$ cat src/rtl/i2c_des_pkg.sv
// Shared I2C/DES definitions: byte width and the serializer state encoding.
package i2c_des_pkg;

    localparam int unsigned BYTE_W = 8;

    typedef enum logic {
        IDLE = 1'b0,
        SEND = 1'b1
    } ser_state_e;

endpackage : i2c_des_pkg

$ cat src/rtl/byte_counter.sv
// Byte position counter for the block serializer.
// Ports:
//   clk, n_rst     - clock, async active-low reset
//   clear          - synchronous clear to 0 (wins over count_enable)
//   count_enable   - advance by one; wraps to 0 after ROLLOVER
//   rollover_flag  - count currently equals ROLLOVER (last byte in flight)
module byte_counter #(
    parameter int unsigned ROLLOVER = 7,
    parameter int unsigned CNT_W    = 3
) (
    input  logic clk,
    input  logic n_rst,
    input  logic clear,
    input  logic count_enable,
    output logic rollover_flag
);

    logic [CNT_W-1:0] count_q;
    logic [CNT_W-1:0] count_d;

    // Next count: clear first, then increment with wrap at ROLLOVER.
    always_comb begin
        count_d = count_q;
        if (clear) begin
            count_d = '0;
        end else if (count_enable) begin
            if (count_q == CNT_W'(ROLLOVER)) begin
                count_d = '0;
            end else begin
                count_d = count_q + CNT_W'(1);
            end
        end
    end

    always_ff @(posedge clk or negedge n_rst) begin
        if (!n_rst) begin
            count_q <= '0;
        end else begin
            count_q <= count_d;
        end
    end

    assign rollover_flag = (count_q == CNT_W'(ROLLOVER));

endmodule : byte_counter

$ cat src/rtl/i2c_block_serializer.sv
// Holds one cipher block and hands it to the I2C transmitter MSB byte first.
// Ports:
//   clk, n_rst  - clock, async active-low reset
//   data_ready  - pulse: block_in valid this cycle
//   block_in    - NUM_BYTES*8-bit block to send
//   abort       - synchronous cancel (STOP/NACK), highest priority
//   byte_req    - pulse: transmitter consumed tx_byte
//   tx_byte     - current byte (flop-driven)
//   tx_valid    - tx_byte valid
//   busy        - a block is held and not fully sent
//   block_done  - pulse after the last byte is consumed
//   overrun     - pulse when an incoming block is dropped
module i2c_block_serializer
    import i2c_des_pkg::*;
#(
    parameter int unsigned NUM_BYTES = 8
) (
    input  logic                        clk,
    input  logic                        n_rst,
    input  logic                        data_ready,
    input  logic [NUM_BYTES*BYTE_W-1:0] block_in,
    input  logic                        abort,
    input  logic                        byte_req,
    output logic [BYTE_W-1:0]           tx_byte,
    output logic                        tx_valid,
    output logic                        busy,
    output logic                        block_done,
    output logic                        overrun
);

    localparam int unsigned BLK_W = NUM_BYTES * BYTE_W;
    localparam int unsigned CNT_W = (NUM_BYTES > 1) ? $clog2(NUM_BYTES) : 1;

    ser_state_e         state_q;
    logic [BLK_W-1:0]   shift_q;
    logic               valid_q;
    logic               done_q;
    logic               ovr_q;

    logic               last_flag;
    logic               req_v;
    logic               last_req;
    logic               cnt_clear;

    // Counter control: restart on abort, on any block load, and after the last byte.
    always_comb begin
        req_v     = byte_req & valid_q;
        last_req  = req_v & last_flag;
        cnt_clear = abort | ((state_q == IDLE) & data_ready) | last_req;
    end

    byte_counter #(
        .ROLLOVER (NUM_BYTES - 1),
        .CNT_W    (CNT_W)
    ) u_byte_counter (
        .clk           (clk),
        .n_rst         (n_rst),
        .clear         (cnt_clear),
        .count_enable  (req_v),
        .rollover_flag (last_flag)
    );

    // Serializer FSM with registered outputs.
    always_ff @(posedge clk or negedge n_rst) begin
        if (!n_rst) begin
            state_q <= IDLE;
            shift_q <= '0;
            valid_q <= 1'b0;
            done_q  <= 1'b0;
            ovr_q   <= 1'b0;
        end else begin
            done_q <= 1'b0;
            ovr_q  <= 1'b0;
            if (abort) begin
                state_q <= IDLE;
                shift_q <= '0;
                valid_q <= 1'b0;
            end else begin
                case (state_q)
                    IDLE: begin
                        if (data_ready) begin
                            shift_q <= block_in;
                            state_q <= SEND;
                            valid_q <= 1'b1;
                        end
                    end
                    SEND: begin
                        if (byte_req && last_flag) begin
                            done_q <= 1'b1;
                            // A block arriving with the final request chains without a gap.
                            if (data_ready) begin
                                shift_q <= block_in;
                            end else begin
                                shift_q <= shift_q << BYTE_W;
                                state_q <= IDLE;
                                valid_q <= 1'b0;
                            end
                        end else begin
                            if (byte_req) begin
                                shift_q <= shift_q << BYTE_W;
                            end
                            if (data_ready) begin
                                ovr_q <= 1'b1;
                            end
                        end
                    end
                    default: begin
                        state_q <= IDLE;
                        valid_q <= 1'b0;
                    end
                endcase
            end
        end
    end

    assign tx_byte    = shift_q[BLK_W-1 -: BYTE_W];
    assign tx_valid   = valid_q;
    assign busy       = valid_q;
    assign block_done = done_q;
    assign overrun    = ovr_q;

endmodule : i2c_block_serializer

$ cat config.mk
export PLATFORM = sky130hd
export DESIGN_NAME = i2c_block_serializer
export DESIGN_NICKNAME = d
export VERILOG_FILES = /design/src/rtl/i2c_des_pkg.sv /design/src/rtl/byte_counter.sv /design/src/rtl/i2c_block_serializer.sv
export SDC_FILE = /design/constraint.sdc
export NUM_CORES = 1
export LEC_CHECK = 0
export BUFFER_PORTS_ARGS = -buffer_cell sky130_fd_sc_hd__buf_4
export CELL_PAD_IN_SITES_DETAIL_PLACEMENT = 0
export CELL_PAD_IN_SITES_GLOBAL_PLACEMENT = 1
export CORE_MARGIN = 2
export CORE_UTILIZATION = 38
export CTS_CLUSTER_DIAMETER = 80
export DETAILED_ROUTE_END_ITERATION = 10
export PLACE_DENSITY = 0.85
export SLEW_MARGIN = 20
export SYNTH_ARGS = -nofsm -noshare
export SYNTH_HDL_FRONTEND = slang
export SYNTH_SLANG_ARGS = --single-unit
$ cat constraint.sdc
create_clock -name clk -period 1.7 [get_ports clk]
set_clock_uncertainty 0.15 [all_clocks]
set_input_delay 0.17 -clock clk [delete_from_list [all_inputs] [get_ports clk]]
set_output_delay 0.17 -clock clk [all_outputs]
set_load 0.1 [all_outputs]
Word-level counts from Yosys, hierarchy flattened
Index checks and enable logic that the tools add are counted.

word-level totals
  register bits = 71
  input bits = 69
  logic and storage cells = 46

operators by class
  $add $sub $neg = 1
  eq/ne operators = 5
  mux-type cells = 24
  bitwise operators = 6
  reductions and logical operators = 4

operators with widths
  cell                                            count
  two-way mux 64 bit                              5
  case mux 64 bit (2 select lines)                1
  two-way mux 1 bit                               13
  two-way mux 3 bit                               3
  != test 3 bit (second input constant)           2
  != test 4 x 3 -> 1 bit (second input constant)  1
  case mux 1 bit (2 select lines)                 2
  adder 3 x 1 -> 3 bit (second input constant)    1
  bitwise AND 1 bit                               3
  == test 3 bit (second input constant)           1
  != test 3 x 2 -> 1 bit (second input constant)  1
  AND reduction 3 bit                             1
  bitwise OR 1 bit                                2
  AND reduction 2 bit                             1
  nonzero test 2 bit                              1
  logical AND 1 bit                               1
  NOT 1 bit                                       1

Longest topological paths before layout
  depth after elaboration = 5
  gate-level depth with buffers = 7
  mapped depth without buffers = 5

Modules after synthesis
A second synthesis with hierarchy kept.

second synthesis, totals
  cell total of the unflattened synthesis = 447
  area total of the unflattened synthesis = 4,244.1 um2

by module, submodules not included
  module                instances  cells an instance  area each (um2)  seq. area each (um2)
  i2c_block_serializer  1          435                4,092.7          1,701.6
  byte_counter          1          12                 151.4            75.1

Worst setup path after synthesis
Ideal clock, no wire load.

  path type = flip-flop to flip-flop
  start = reg valid_q (netlist: busy)
  end = reg u_byte_counter.count_q[0]
  library setup time = 0.077 ns
  arrival = 1.703 ns
  required time = 1.473 ns
  setup slack = -0.230 ns
  stages on the path, launching flop included = 4
  buffers on the path = 0
  period minus slack after synthesis = 1.930 ns
  path through = dfrtp_1 nand2_1 or4_1 a21oi_1

on the way
  longest elaborated chain between the ends = 4
  elaborated cells on any way between the ends = 5
  those cells by class = mux (1); bitwise (3); reduce/logical (1)

ends and longest elaborated chain
  what                                                            RTL line                    source
  from (decl)                                                     i2c_block_serializer.sv:36  logic valid_q;
  from (signal assigned)                                          i2c_block_serializer.sv:68  valid_q <= 1'b0;
  from (signal assigned)                                          i2c_block_serializer.sv:77  valid_q <= 1'b0;
  from (signal assigned)                                          i2c_block_serializer.sv:84  valid_q <= 1'b1;
  bitwise AND 1 bit *                                             i2c_block_serializer.sv:47  req_v = byte_req & valid_q;
  bitwise AND 1 bit                                               i2c_block_serializer.sv:48  last_req = req_v & last_flag;
  bitwise OR 1 bit                                                i2c_block_serializer.sv:49  cnt_clear = abort | ((state_q == IDLE) & data_ready) | last_req;
  two-way mux 3 bit / nonzero test 2 bit (equally long branches)  n/a
  to (signal assigned)                                            byte_counter.sv:39          count_q <= count_d;
  to (decl)                                                       byte_counter.sv:18          logic [CNT_W-1:0] count_q;

Mark *: on every way between the ends. The rest lies on a longest branch, timed or not.
A chain may end at the register's enable or synchronous reset.

Worst setup path in the final report
  start = reg u_byte_counter.count_q[1]
  end = reg shift_q[39]

on the way
  longest elaborated chain between the ends = 5
  elaborated cells on any way between the ends = 7
  those cells by class = eq/ne (2); mux (3); reduce/logical (2)

ends and longest elaborated chain
  what                              RTL line                    source
  == test 3 bit *                   byte_counter.sv:43          assign rollover_flag = (count_q == CNT_W'(ROLLOVER));
  logical AND 1 bit *               i2c_block_serializer.sv:88  if (byte_req && last_flag) begin
  two-way mux 64 bit                i2c_block_serializer.sv:88
  case mux 64 bit (2 select lines)  i2c_block_serializer.sv:79  case (state_q)
  two-way mux 64 bit                i2c_block_serializer.sv:74  if (abort) begin
  to (signal assigned)              i2c_block_serializer.sv:82  shift_q <= block_in;
  to (signal assigned)              i2c_block_serializer.sv:92  shift_q <= block_in;
  to (signal assigned)              i2c_block_serializer.sv:94  shift_q <= shift_q << BYTE_W;
  to (decl)                         i2c_block_serializer.sv:35  logic [BLK_W-1:0] shift_q;

Marks and branches as above.

==> flow_summary.yaml <==
drt:
  firstDrtPassIters: 5
  met3_length_um: 566
  route.detailed.drc: 0
  wl_met1_mm: 5.40
  drt_wl_total_mm: 11.8
  wl_per_cell_um: 17.9
  dr_wl_met2_mm: 5.66
  drt_iter0_drc: 175
  vias: 3896
  final_antenna_net_count: 0
  top_layer: "met4"
  viasPerCell: 5.89
logic_synthesis:
  synth_flop_cell: "dfrtp_1"
  syn_inst: 451
  synth_compound_area_frac: 0.239
  synth-adder-area-share: 0.00883
  synth_top_area_frac: 0.418
  synth_common_cells: "71 x dfrtp_1, 64 x a22o_1, 63 x nand2_1"
  synth_cell_types: 22
  netlist_area_um2: 4250
  yosys.area_share.xor_xnor: 0
  muxShareOfSynthArea: 0
  synthSimpleGateAreaFrac: 0.246
  synth.most_common_cell: "dfrtp_1"
  yosys-top-cells-area: "dfrtp_1 42%, a22o_1 13%, o211ai_1 9.9%, nand2b_1 8.7%, nand4_1 8.2%"
  ys_seq_area_frac: 0.418
  synth-seq-cells: 71
  synth_edf_count: 0
  ys_warn_count: 0
  syn_avg_cell_area_um2: 9.42
  syn_nets: 523
  async_reset_ff_frac: 1.00
  synth_top_cell_by_area: "dfrtp_1"
  synth_top_family_by_area: "simple AND/OR/NAND/NOR gates"
place:
  place_hpwl_mm: 7.44
  portBuffers: 80
  routabilityCongestion: 0.821
critical_path:
  worstPathMaxFanout: 9
  reg2reg_from: "u_byte_counter.count_q[1]$_DFFE_PN0P_"
  critical_path_arrival_ns: 1.90
  cp-end-kind: "flip-flop"
  worst-setup-path-type: "flip-flop to flip-flop"
  rrSetupSlack_ns: -0.07
  crit_start: "u_byte_counter.count_q[1]$_DFFE_PN0P_"
  r2r_end: "shift_q[39]$_DFFE_PN0P_"
  start_kind: "flip-flop"
  rr_worst_depth: 7
  cp.required_ns: 1.83
cts:
  clkSlewWorstSetupHoldPaths_ns: 0.08
  htreeDepth: 3
  clk_latency_ns: 0.34
  clkSinkCount: 71
  cts_tree: "built"
  clockRootBuffer: "clkbuf_8"
  numCtsBuffers: 9
  clockBufferDepth: 2
flow_run:
  drv_cap: 0
sta:
  fin_crit_sh: 1.04
  rsz0062_at_grt: "yes"
  setup_tns_ns: -1.91
  period_minus_slack_ns: 1.77
  max_freq_ghz: 0.566
  slew_viol_final: 0
  worst-slew-pin-transition_ns: 0.436
  relSlewSlack: 0.709
  hold_viol: 0
  setup_slack_ns: -0.0665
  setup_viol: 54
die:
  core_area_um2: 10900
  dieWidth_um: 110
  io_pins: 81
  die_area_um2: 12000
  initial_core_util: 0.390
  fp-row-count: 38
  chipHeight_um: 110
grt:
  antenna_found_initial: 0
  grt_max_degree: 63
  globalRoute.totalOverflow: 0
  grt_usage: 0.201
  grt_pass1_vias: 3881
  grt_pass1_wl_mm: 19.0
final_layout:
  fin_util: 0.495
  antenna_cells: 0
  layout-drive-gt1-share: 0.248
  nets: 588
  area_growth_pct: 26.9
pwr:
  intPower_w: 0.00289
  power_density_nw_per_um2: 761
  power.share.clock: 0.333
  ir_drop_mv: 0.362
  combPwrFrac: 0.213
  net-switching-power_w: 0.00121
  leakagePower_nw: 2.26
  p_seq_frac: 0.454
  p_sw_frac: 0.296
worst_hold_path:
  min_path_type: "input pin to flip-flop"
  hp-start: "block_in[59]"
  hold_end: "shift_q[59]$_DFFE_PN0P_"
  min_path_cells: 4
run_status:
  violations: "setup timing"
  outcome: "finished with violations"
==> worst max path at each step <==
stage               slack, ns  depth (start not counted)                      end
CTS                     -0.08                          6  shift_q[39]$_DFFE_PN0P_
finish                  -0.07                          7  shift_q[39]$_DFFE_PN0P_
detailed placement      -0.08                          6  shift_q[46]$_DFFE_PN0P_
global route            -0.13                          6  shift_q[60]$_DFFE_PN0P_
floorplan               -0.03                          7  shift_q[24]$_DFFE_PN0P_
global placement        -0.04                          6  shift_q[18]$_DFFE_PN0P_
==> sequential cells by signal, summed over array words and instances (netlist names) <==
register and cells:
shift_q 64, u_byte_counter.count_q 3, block_done 1, busy 1, overrun 1, state_q 1
==> power by group through the flow <==
stage | clock network [W] | registers (W) | logic [W]
2_1_floorplan | 0 | 0.00189 | 0.000549
3_3_place_gp | 0 | 0.00189 | 0.000834
3_5_place_dp | 0 | 0.00189 | 0.000853
4_1_cts | 0.00140 | 0.00186 | 0.000873
5_1_grt | 0.00147 | 0.00188 | 0.000947
6_report | 0.00137 | 0.00186 | 0.000874
==> stage by stage <==
stage	worst slack [ns]	total power [W]	area (um^2)	hold WS [ns]	cells
after detailed placement	-0.0761	0.00275	4930	-0.00592	629
after floorplan	-0.0340	0.00244	4260	-0.276	451
final	-0.0665	0.00410	5390	0.0289	661
after global placement	-0.0354	0.00273	4930	-0.00995	629
after global routing	-0.128	0.00429	5390	0.0345	661
after CTS	-0.0813	0.00413	5280	0.0271	657
==> timing repair <==
item	4_1_cts	5_1_grt
pin swaps	11	30
endpoints found under the setup margin	64	65
endpoints found under the hold margin	42	0
setup buffers	1	2
resized for setup	4	8
cloned	1	2
hold buffers	10	0
==> layer usage <==
metal / vias up / track usage
li1: 1814 / -
met1: 1941 / 0.282
met2: 122 / 0.317
met3: 19 / 0.0421
met4: 0 / 0.0470
met5: - / 0
==> cell usage in the layout (no fill, tap or decap), types with 2 or more instances in the layout <==
| cell type | instances |
|---|---|
| clkbuf_1 | 3 |
| dfrtp_2 | 2 |
| a21oi_4 | 2 |
| clkbuf_16 | 2 |
| buf_12 | 10 |
| o211ai_1 | 56 |
| buf_4 | 90 |
| ha_4 | 3 |
| buf_6 | 2 |
| dlygate4sd3_1 | 10 |
| clkbuf_8 | 10 |
| nand2_1 | 63 |
| dfrtp_1 | 69 |
| a22o_1 | 64 |
| nor2_1 | 2 |
| a21oi_1 | 3 |
| nand4b_1 | 2 |
| nand4_1 | 56 |
| nor3b_1 | 2 |
| nand2b_1 | 59 |
==> cells by family after synthesis <==
| family | count (synthesis) |
|---|---|
| AOI/OAI and AO/OA | 126 |
| buffers and inverters | 61 |
| adders and majority gates | 3 |
| and+or+nand+nor | 190 |
| DFF | 71 |
==> final cells by class <==
type / count / area (um^2)
fill: 957 / 5500
multi-input combinational: 319 / 2170
sequential: 71 / 1780
timing repair buffer: 115 / 1080
tap: 140 / 175
clock buffer: 13 / 149
clock inverter: 3 / 42.5
==> critical path: stages (launching register included) <==
cell      delay [ns]
dfrtp_1         0.42
ha_4            0.19
ha_4            0.17
and3_4          0.17
buf_12          0.13
buf_16          0.14
o211ai_1        0.19
a22o_1          0.15
(Power assumes the default switching activity.)
